[config.mk]
export PLATFORM = sky130hd
export DESIGN_NAME = fifo_rr_arbiter
export DESIGN_NICKNAME = d
export VERILOG_FILES = /design/src/rtl/fifo_rr_arbiter_pkg.sv /design/src/rtl/fifo_rr_arbiter_rr_pick.sv /design/src/rtl/fifo_rr_arbiter.sv
export SDC_FILE = /design/constraint.sdc
export NUM_CORES = 1
export LEC_CHECK = 0
export CORE_MARGIN = 3
export CORE_UTILIZATION = 39
export DETAILED_ROUTE_END_ITERATION = 6
export GPL_ROUTABILITY_DRIVEN = 0
export GPL_TIMING_DRIVEN = 1
export PLACE_DENSITY = 0.76
export REMOVE_ABC_BUFFERS = 1
export SLEW_MARGIN = 10
export SYNTH_ARGS = -nofsm -noshare
export SYNTH_HDL_FRONTEND = slang
export SYNTH_HIERARCHICAL = 1
export SYNTH_SLANG_ARGS = --single-unit
[constraint.sdc]
create_clock -name clk -period 1.35 [get_ports clk]
set_clock_uncertainty 0.1 [all_clocks]
set_input_delay 0.27 -clock clk [delete_from_list [all_inputs] [get_ports clk]]
set_output_delay 0.27 -clock clk [all_outputs]
set_load 0.05 [all_outputs]
[src/rtl/fifo_rr_arbiter_pkg.sv]
// -----------------------------------------------------------------------------
// fifo_rr_arbiter_pkg
// Shared definitions for the round-robin FIFO drain controller:
//   - state_t   : FSM state encodings (IDLE, READ, LATCH, SEND)
//   - DEF_NUM_SRC: default number of upstream FIFOs
//   - src_w_of  : source-index width for a given source count
//   - cnt_w_of  : burst-counter width for a given BURST limit
// -----------------------------------------------------------------------------
package fifo_rr_arbiter_pkg;

    typedef enum logic [1:0] {
        ST_IDLE  = 2'd0,
        ST_READ  = 2'd1,
        ST_LATCH = 2'd2,
        ST_SEND  = 2'd3
    } state_t;

    localparam int DEF_NUM_SRC = 2;

    // Width of a source index (SRC_W = $clog2(NUM_SRC)); never below 1 bit.
    function automatic int src_w_of(input int num_src);
        return (num_src > 1) ? $clog2(num_src) : 1;
    endfunction

    // The burst counter only has to hold 0..BURST-1.
    function automatic int cnt_w_of(input int burst);
        return (burst > 1) ? $clog2(burst) : 1;
    endfunction

endpackage

[src/rtl/fifo_rr_arbiter_rr_pick.sv]
// -----------------------------------------------------------------------------
// fifo_rr_arbiter_rr_pick
// Combinational next-grant selector with per-source burst fairness.
//   src_empty  in  NUM_SRC  per-source empty flags
//   last_grant in  SRC_W    grant used for the previous word
//   burst_cnt  in  CNT_W    consecutive repeats already given to last_grant
//   next_grant out SRC_W    source to read next (valid when any_req)
//   any_req    out 1        at least one source is non-empty
// -----------------------------------------------------------------------------
module fifo_rr_arbiter_rr_pick
    import fifo_rr_arbiter_pkg::*;
#(
    parameter int NUM_SRC = DEF_NUM_SRC,
    parameter int BURST   = 4,
    parameter int SRC_W   = src_w_of(NUM_SRC),
    parameter int CNT_W   = cnt_w_of(BURST)
) (
    input  logic [NUM_SRC-1:0] src_empty,
    input  logic [SRC_W-1:0]   last_grant,
    input  logic [CNT_W-1:0]   burst_cnt,
    output logic [SRC_W-1:0]   next_grant,
    output logic               any_req
);

    logic found;
    int   idx;

    always_comb begin
        // NOTE: every output of a combinational block gets a default first so
        // no path leaves it unassigned, which would infer a latch.
        any_req    = ~&src_empty;
        next_grant = last_grant;
        found      = 1'b0;
        idx        = 0;

        if (!src_empty[last_grant] && (int'(burst_cnt) < BURST - 1)) begin
            found = 1'b1;
        end else begin
            // Scan last+1, last+2, ... and finally last itself, so a lone
            // requester keeps the grant even with a saturated burst count.
            for (int k = 1; k <= NUM_SRC; k++) begin
                idx = (int'(last_grant) + k) % NUM_SRC;
                if (!found && !src_empty[idx]) begin
                    next_grant = SRC_W'(idx);
                    found      = 1'b1;
                end
            end
        end
    end

endmodule

[src/rtl/fifo_rr_arbiter.sv]
// -----------------------------------------------------------------------------
// fifo_rr_arbiter
// Round-robin drain controller sharing one ready/valid consumer between
// NUM_SRC upstream FIFOs with one-cycle registered read latency.
//   clk        in  1              system clock
//   rst        in  1              asynchronous active-high reset
//   src_empty  in  NUM_SRC        per-source FIFO empty flags
//   src_dout   in  NUM_SRC*WIDTH  flattened FIFO read data, slice i = source i
//   src_rd_en  out NUM_SRC        one-hot-or-zero FIFO read strobe
//   out_valid  out 1              out_data/out_src hold a word
//   out_ready  in  1              consumer accepts when out_valid && out_ready
//   out_data   out WIDTH          word being offered
//   out_src    out SRC_W          source index of out_data
//   busy       out 1              FSM is not in IDLE
// One word every 4 cycles at best: IDLE -> READ -> LATCH -> SEND.
// -----------------------------------------------------------------------------
module fifo_rr_arbiter
    import fifo_rr_arbiter_pkg::*;
#(
    parameter int WIDTH   = 8,
    parameter int NUM_SRC = DEF_NUM_SRC,
    parameter int BURST   = 4,
    parameter int SRC_W   = src_w_of(NUM_SRC)
) (
    input  logic                     clk,
    input  logic                     rst,
    input  logic [NUM_SRC-1:0]       src_empty,
    input  logic [NUM_SRC*WIDTH-1:0] src_dout,
    output logic [NUM_SRC-1:0]       src_rd_en,
    output logic                     out_valid,
    input  logic                     out_ready,
    output logic [WIDTH-1:0]         out_data,
    output logic [SRC_W-1:0]         out_src,
    output logic                     busy
);

    localparam int CNT_W = cnt_w_of(BURST);

    state_t             state_q,      state_d;
    logic [SRC_W-1:0]   grant_q,      grant_d;
    logic [SRC_W-1:0]   prev_grant_q, prev_grant_d;
    logic               prev_valid_q, prev_valid_d;
    logic [CNT_W-1:0]   burst_cnt_q,  burst_cnt_d;
    logic [NUM_SRC-1:0] rd_en_q,      rd_en_d;
    logic               out_valid_q,  out_valid_d;
    logic [WIDTH-1:0]   out_data_q,   out_data_d;
    logic [SRC_W-1:0]   out_src_q,    out_src_d;

    logic [SRC_W-1:0]   pick_grant;
    logic               any_req;

    fifo_rr_arbiter_rr_pick #(
        .NUM_SRC (NUM_SRC),
        .BURST   (BURST),
        .SRC_W   (SRC_W),
        .CNT_W   (CNT_W)
    ) u_pick (
        .src_empty  (src_empty),
        .last_grant (grant_q),
        .burst_cnt  (burst_cnt_q),
        .next_grant (pick_grant),
        .any_req    (any_req)
    );

    always_comb begin
        state_d      = state_q;
        grant_d      = grant_q;
        prev_grant_d = prev_grant_q;
        prev_valid_d = prev_valid_q;
        burst_cnt_d  = burst_cnt_q;
        rd_en_d      = '0;
        out_valid_d  = out_valid_q;
        out_data_d   = out_data_q;
        out_src_d    = out_src_q;

        case (state_q)
            ST_IDLE: begin
                if (any_req) begin
                    grant_d             = pick_grant;
                    rd_en_d[pick_grant] = 1'b1;
                    state_d             = ST_READ;
                end
            end
            ST_READ: begin
                // The FIFO presents the word during the next cycle.
                state_d = ST_LATCH;
            end
            ST_LATCH: begin
                out_data_d  = src_dout[int'(grant_q)*WIDTH +: WIDTH];
                out_src_d   = grant_q;
                out_valid_d = 1'b1;
                state_d     = ST_SEND;
            end
            ST_SEND: begin
                if (out_ready) begin
                    out_valid_d = 1'b0;
                    state_d     = ST_IDLE;
                    // The first word after reset starts a fresh burst.
                    if (prev_valid_q && (grant_q == prev_grant_q)) begin
                        if (int'(burst_cnt_q) < BURST - 1) begin
                            burst_cnt_d = burst_cnt_q + 1'b1;
                        end
                    end else begin
                        burst_cnt_d = '0;
                    end
                    prev_grant_d = grant_q;
                    prev_valid_d = 1'b1;
                end
            end
            default: state_d = ST_IDLE;
        endcase
    end

    always_ff @(posedge clk or posedge rst) begin
        if (rst) begin
            // NOTE: the output data register is reset too, so a reset
            // mid-transfer visibly clears the offered word.
            state_q      <= ST_IDLE;
            grant_q      <= '0;
            prev_grant_q <= '0;
            prev_valid_q <= 1'b0;
            burst_cnt_q  <= '0;
            rd_en_q      <= '0;
            out_valid_q  <= 1'b0;
            out_data_q   <= '0;
            out_src_q    <= '0;
        end else begin
            // NOTE: sequential state uses non-blocking assignments so every
            // flop samples the pre-edge value of the others.
            state_q      <= state_d;
            grant_q      <= grant_d;
            prev_grant_q <= prev_grant_d;
            prev_valid_q <= prev_valid_d;
            burst_cnt_q  <= burst_cnt_d;
            rd_en_q      <= rd_en_d;
            out_valid_q  <= out_valid_d;
            out_data_q   <= out_data_d;
            out_src_q    <= out_src_d;
        end
    end

    assign src_rd_en = rd_en_q;
    assign out_valid = out_valid_q;
    assign out_data  = out_data_q;
    assign out_src   = out_src_q;
    assign busy      = (state_q != ST_IDLE);

endmodule

Word-level counts from Yosys, hierarchy flattened. Cells that the tools add are included. Widths: inputs -> output; s select.

$add $sub $neg: 3. $lt $le $gt $ge: 6. Eq/ne operators: 7. Shift operators: 1. Muxes and demuxes: 24. Bitwise logic cells: 3. Reductions and logical operators: 16.

Operators by type and width (number): $shiftx 16x5->8 (1); $mux 1 (15); $mux 2 (6); $reduce_and 2->1 (5); $pmux 2 s4 (1); $lt 2x3->1 const B (2); $eq 2x2->1 const B (2); $logic_and 1x1->1 (4); $lt 1x2->1 const B (2); $ne 2x2->1 const B (2); $reduce_bool 2->1 (2); $logic_not 1->1 (3); $reduce_and 3->1 (1); $add 1x1->1 const B (2); $add 2x1->2 const B (1); $and 1x1->1 const A (2); $eq 2x1->1 const B (1); $logic_not 2->1 (1); $lt 2x2->1 const B (1); $ne 2x1->1 const B (1); $pmux 1 s2 (1); $demux 1 s1 (1); $eq 1x1->1 (1); $ge 1x1->1 const B (1); $not 1->1 (1).

Register bits after elaboration: 19. Input bits: 21. Output and inout bits: 13. Logic and storage cells: 69.

Depth between registers and ports, before layout.
Word-level depth: 17. Mapped depth: 6. Gate-level depth less buffers: 4.

Modules after synthesis. Netlist, hierarchy kept.

By module, submodules not included: fifo_rr_arbiter (times used 1, cells each 78, area an instance 883.3 um^2, sequential area each 475.5 um^2); fifo_rr_arbiter_rr_pick (times used 1, cells each 6, area an instance 37.5 um^2, sequential area each 0.0 um^2).

Worst setup path before layout. Ideal clock, no wire load.

Path type: reg2reg. Start: register state_q[1]. End: register state_q[1]. Library setup time: 0.125 ns. Data arrival time: 1.160 ns. Required time: 1.125 ns. Path slack: -0.035 ns. Stages on the path, launching flop included: 5. Path buffers: 0. Period minus slack after synthesis: 1.385 ns. Cell sequence: dfrtp_1 ha_1 nor2b_4 a21oi_2 mux2_4.

Word-level cells in the longest chain between the ends: 3. Elaborated cells between the ends (all ways): 8. Those cells by class: eq/ne (5); mux (1); reduce/logical (2).

Ends and longest elaborated chain: start, declared (line fifo_rr_arbiter.sv:39) `state_t state_q, state_d;`; start signal, assigned (line fifo_rr_arbiter.sv:130) `state_q <= state_d;`; $eq 2x2->1 or $logic_not 2->1 (tied branches) (line fifo_rr_arbiter.sv:76) `case (state_q)`; $ne 2x2->1 (no source line); $reduce_and 2->1 (no source line).

Parallel ways exist; a longest one is shown, timed or not. A chain may end at the register's enable or synchronous reset.

Worst setup path after layout.
Start: register state_q[0]. End: output port busy.

Word-level cells in the longest chain between the ends: 1.

Ends and longest elaborated chain: $reduce_bool 2->1 (line fifo_rr_arbiter.sv:146) `assign busy = (state_q != ST_IDLE);`; end, declared (line fifo_rr_arbiter.sv:34) `output logic busy`.

Every way passes these cells.

==> flow_summary.ini <==
[drt]
drt_iter0_markers = 4
drc = 0
first_pass_iters = 4
wl_per_cell_um = 14.4
via_count = 800
viasPerCell = 4.97
totalWireLength_mm = 2.32
drtAntennaViolNets = 0

[synth]
netlist_area_um2 = 921
yosysWarnings = 6
synthTopCellsByArea = dfrtp_1 52%, mux2i_1 9.8%, ha_1 5.4%
synth_cell_types = 26
syn_avg_cell_area_um2 = 11.0
ys_seq_elements = 19
synth.most_common_cell = dfrtp_1
ys_seq_area_frac = 0.516
synth_flop_cell = dfrtp_1
synth_edf_count = 0
async_flop_share = 1.00
synthCells = 84
synth_top_area_cell = dfrtp_1
synth_top_area_frac = 0.516
synthTopCellsByCount = 19 x dfrtp_1, 10 x nor2_1, 9 x inv_1, 9 x mux2i_1, 8 x a21oi_1

[sta]
period_share = 1.12
slew_violations = 0
finalWorstSetupSlack_ns = -0.166
setup_viol = 14
slew-limit-headroom = 0.834
rsz0062_at_grt = yes
holdWs_ns = 0.212
tightestPinTransition_ns = 0.249
fin_setup_tns_ns = -0.764
hold_viol_final = 0
min_period_ns = 1.52
fmax_mhz = 660

[worst_setup_path]
r2r_slack_ns = -0.10
cpPeakStageDelay_ns = 0.43
worst_setup_path_end_kind = primary output
startpoint_type = flop
crit_slowest_cell = dfrtp_1
r2r-end = state_q[1]
timing.rr.start = state_q[0]
crit_end = busy
reg2reg_depth = 5
cp-startpoint = state_q[0]
cp.arrival_ns = 1.15
crit_top_cell = inv_2
cp_max_fo = 3
worstPathRequired_ns = 0.98
crit_type = flop to primary output
path_cells = inv_2 > ha_4 > inv_2 > buf_12

[placement]
dp.final_hpwl_mm = 1.66
portBuffers = 33

[grt]
grt_max_degree = 20
grt_antenna_before_repair = 0
grt.total_usage = 0.170
grt_pass1_vias = 802
grt-ovfl-total = 0
grt_pass1_wl_mm = 3.49

[power]
leakage_nw = 0.747
p_sw_frac = 0.426
power_density_nw_per_um2 = 2540
vdd_ir_drop_max_mv = 2.26
p_sw_mw = 1.82
internal-power_mw = 2.45
pwr-share-comb = 0.673
p_seq_frac = 0.260
clkPwrFrac = 0.067

[finish]
finalNetCount = 160
areaGrowthSynthToFinish_pct = 82.1
num_antenna_cells = 0
regArea_um2 = 475
fill_cells = 126
drive_above_1_share = 0.418
multi_input_area_um2 = 497

[worst_hold_path]
hold_path.class = primary input to async pin

[status]
status = complete, but fails checks
violations = negative setup slack

[floorplanning]
rows = 16
die_area_um2 = 2980
die_h_um = 54.6
ioPinCount = 34
coreArea_um2 = 2100
die_w_um = 54.6
initial_core_util = 0.438

[run]
drv_cap = 0

[clock_network]
cts_root_buffer = clkbuf_4
htreeDepth = 1
cts_sinks = 19
ctsHoldBuffers = 0
numCtsBuffers = 3
clk_latency_ns = 0.30
cts_tree = built
cts_buffer_depth = 2
clk_pin_slew_worst_paths_ns = 0.11
[cell usage in the layout, fill, tap and decap left out, types with 4 or more instances in the layout]
| cell | n |
|---|---|
| a21oi_1 | 8 |
| buf_12 | 14 |
| buf_4 | 14 |
| clkdlybuf4s50_1 | 20 |
| dfrtp_1 | 19 |
| inv_1 | 6 |
| mux2i_1 | 9 |
| nor2_2 | 5 |
| nor2_4 | 4 |
[worst min path at each step]
stage,startpoint,end,slack [ns],depth (start not counted)
after floorplan,rst,burst_cnt_q[0],0.12,1
after global routing,rst,prev_grant_q,0.24,3
after detailed placement,prev_valid_q,prev_valid_q,0.37,1
after global placement,prev_valid_q,prev_valid_q,0.37,1
final,rst,prev_grant_q,0.21,3
after CTS,rst,out_src,0.23,3
[layer usage]
layer | track usage | vias up | share of wire
met2 | 0.315 | 32 | 0.52
met1 | 0.173 | 380 | 0.38
met3 | 0.0490 | 5 | 0.072
met4 | 0.0747 | 0 | 0.020
li1 | - | 383 | -
met5 | 0 | - | 0
[sequential cells by signal, indices dropped and copies added, names as in the netlist]
register and count:
out_src 1, prev_valid_q 1, burst_cnt_q 2, grant_q 1
out_data 8, src_rd_en 2, prev_grant_q 1, out_valid 1
state_q 2
[area by class of cell]
class | instances | share of cell area
timing repair buffer | 49 | 0.364
inverter | 9 | 0.0201
clock buffer | 4 | 0.0157
multi-input combinational | 53 | 0.296
tap | 27 | 0.0201
sequential | 19 | 0.284
[worst max-delay path: cells and delay by family, from the launching register on]
kind | cells | cell delay [ns]
adder cells (fa/ha/maj) | 1 | 0.15
flip-flops | 1 | 0.43
buffers and inverters | 3 | 0.28
[cell families (layout without fill, tap and decap cells)]
group / Yosys count / after routing / synth area share
DFF: 19 / 19 / 0.516
xor gates and xnor gates: 1 / 1 / 0.00951
AOI/OAI and AO/OA: 16 / 16 / 0.113
muxes: 12 / 12 / 0.139
adders and majority gates: 4 / 4 / 0.0543
and+or+nand+nor: 20 / 20 / 0.109
buffers and inverters: 12 / 62 / 0.0598
[power groups by stage]
stage	logic (mW)	registers [mW]	clock network (mW)
after floorplan	0.718	1.53	0
after global placement	2.31	1.05	0
after detailed placement	2.37	1.06	0
after CTS	2.53	1.06	0.294
after global routing	3.05	1.14	0.320
final	2.87	1.11	0.286
[timing repair]
item                                    4_1_cts  5_1_grt
setup buffers                                 2        3
endpoints found under the setup margin       11       15
gates resized for setup                      10       20
gates cloned                                  0        1
pin swaps                                     1        4
[through the flow]
stage	total power [mW]	setup WS, ns	std cells	util	cell area (µm²)
floorplan	2.25	-0.140	81	-	900
CTS	3.88	-0.144	157	0.735	1550
global route	4.50	-0.207	161	0.798	1680
global placement	3.35	-0.206	151	0.699	1470
finish	4.26	-0.166	161	0.798	1680
detailed placement	3.43	-0.257	151	0.699	1470
Power figures use the tool's default switching activity.
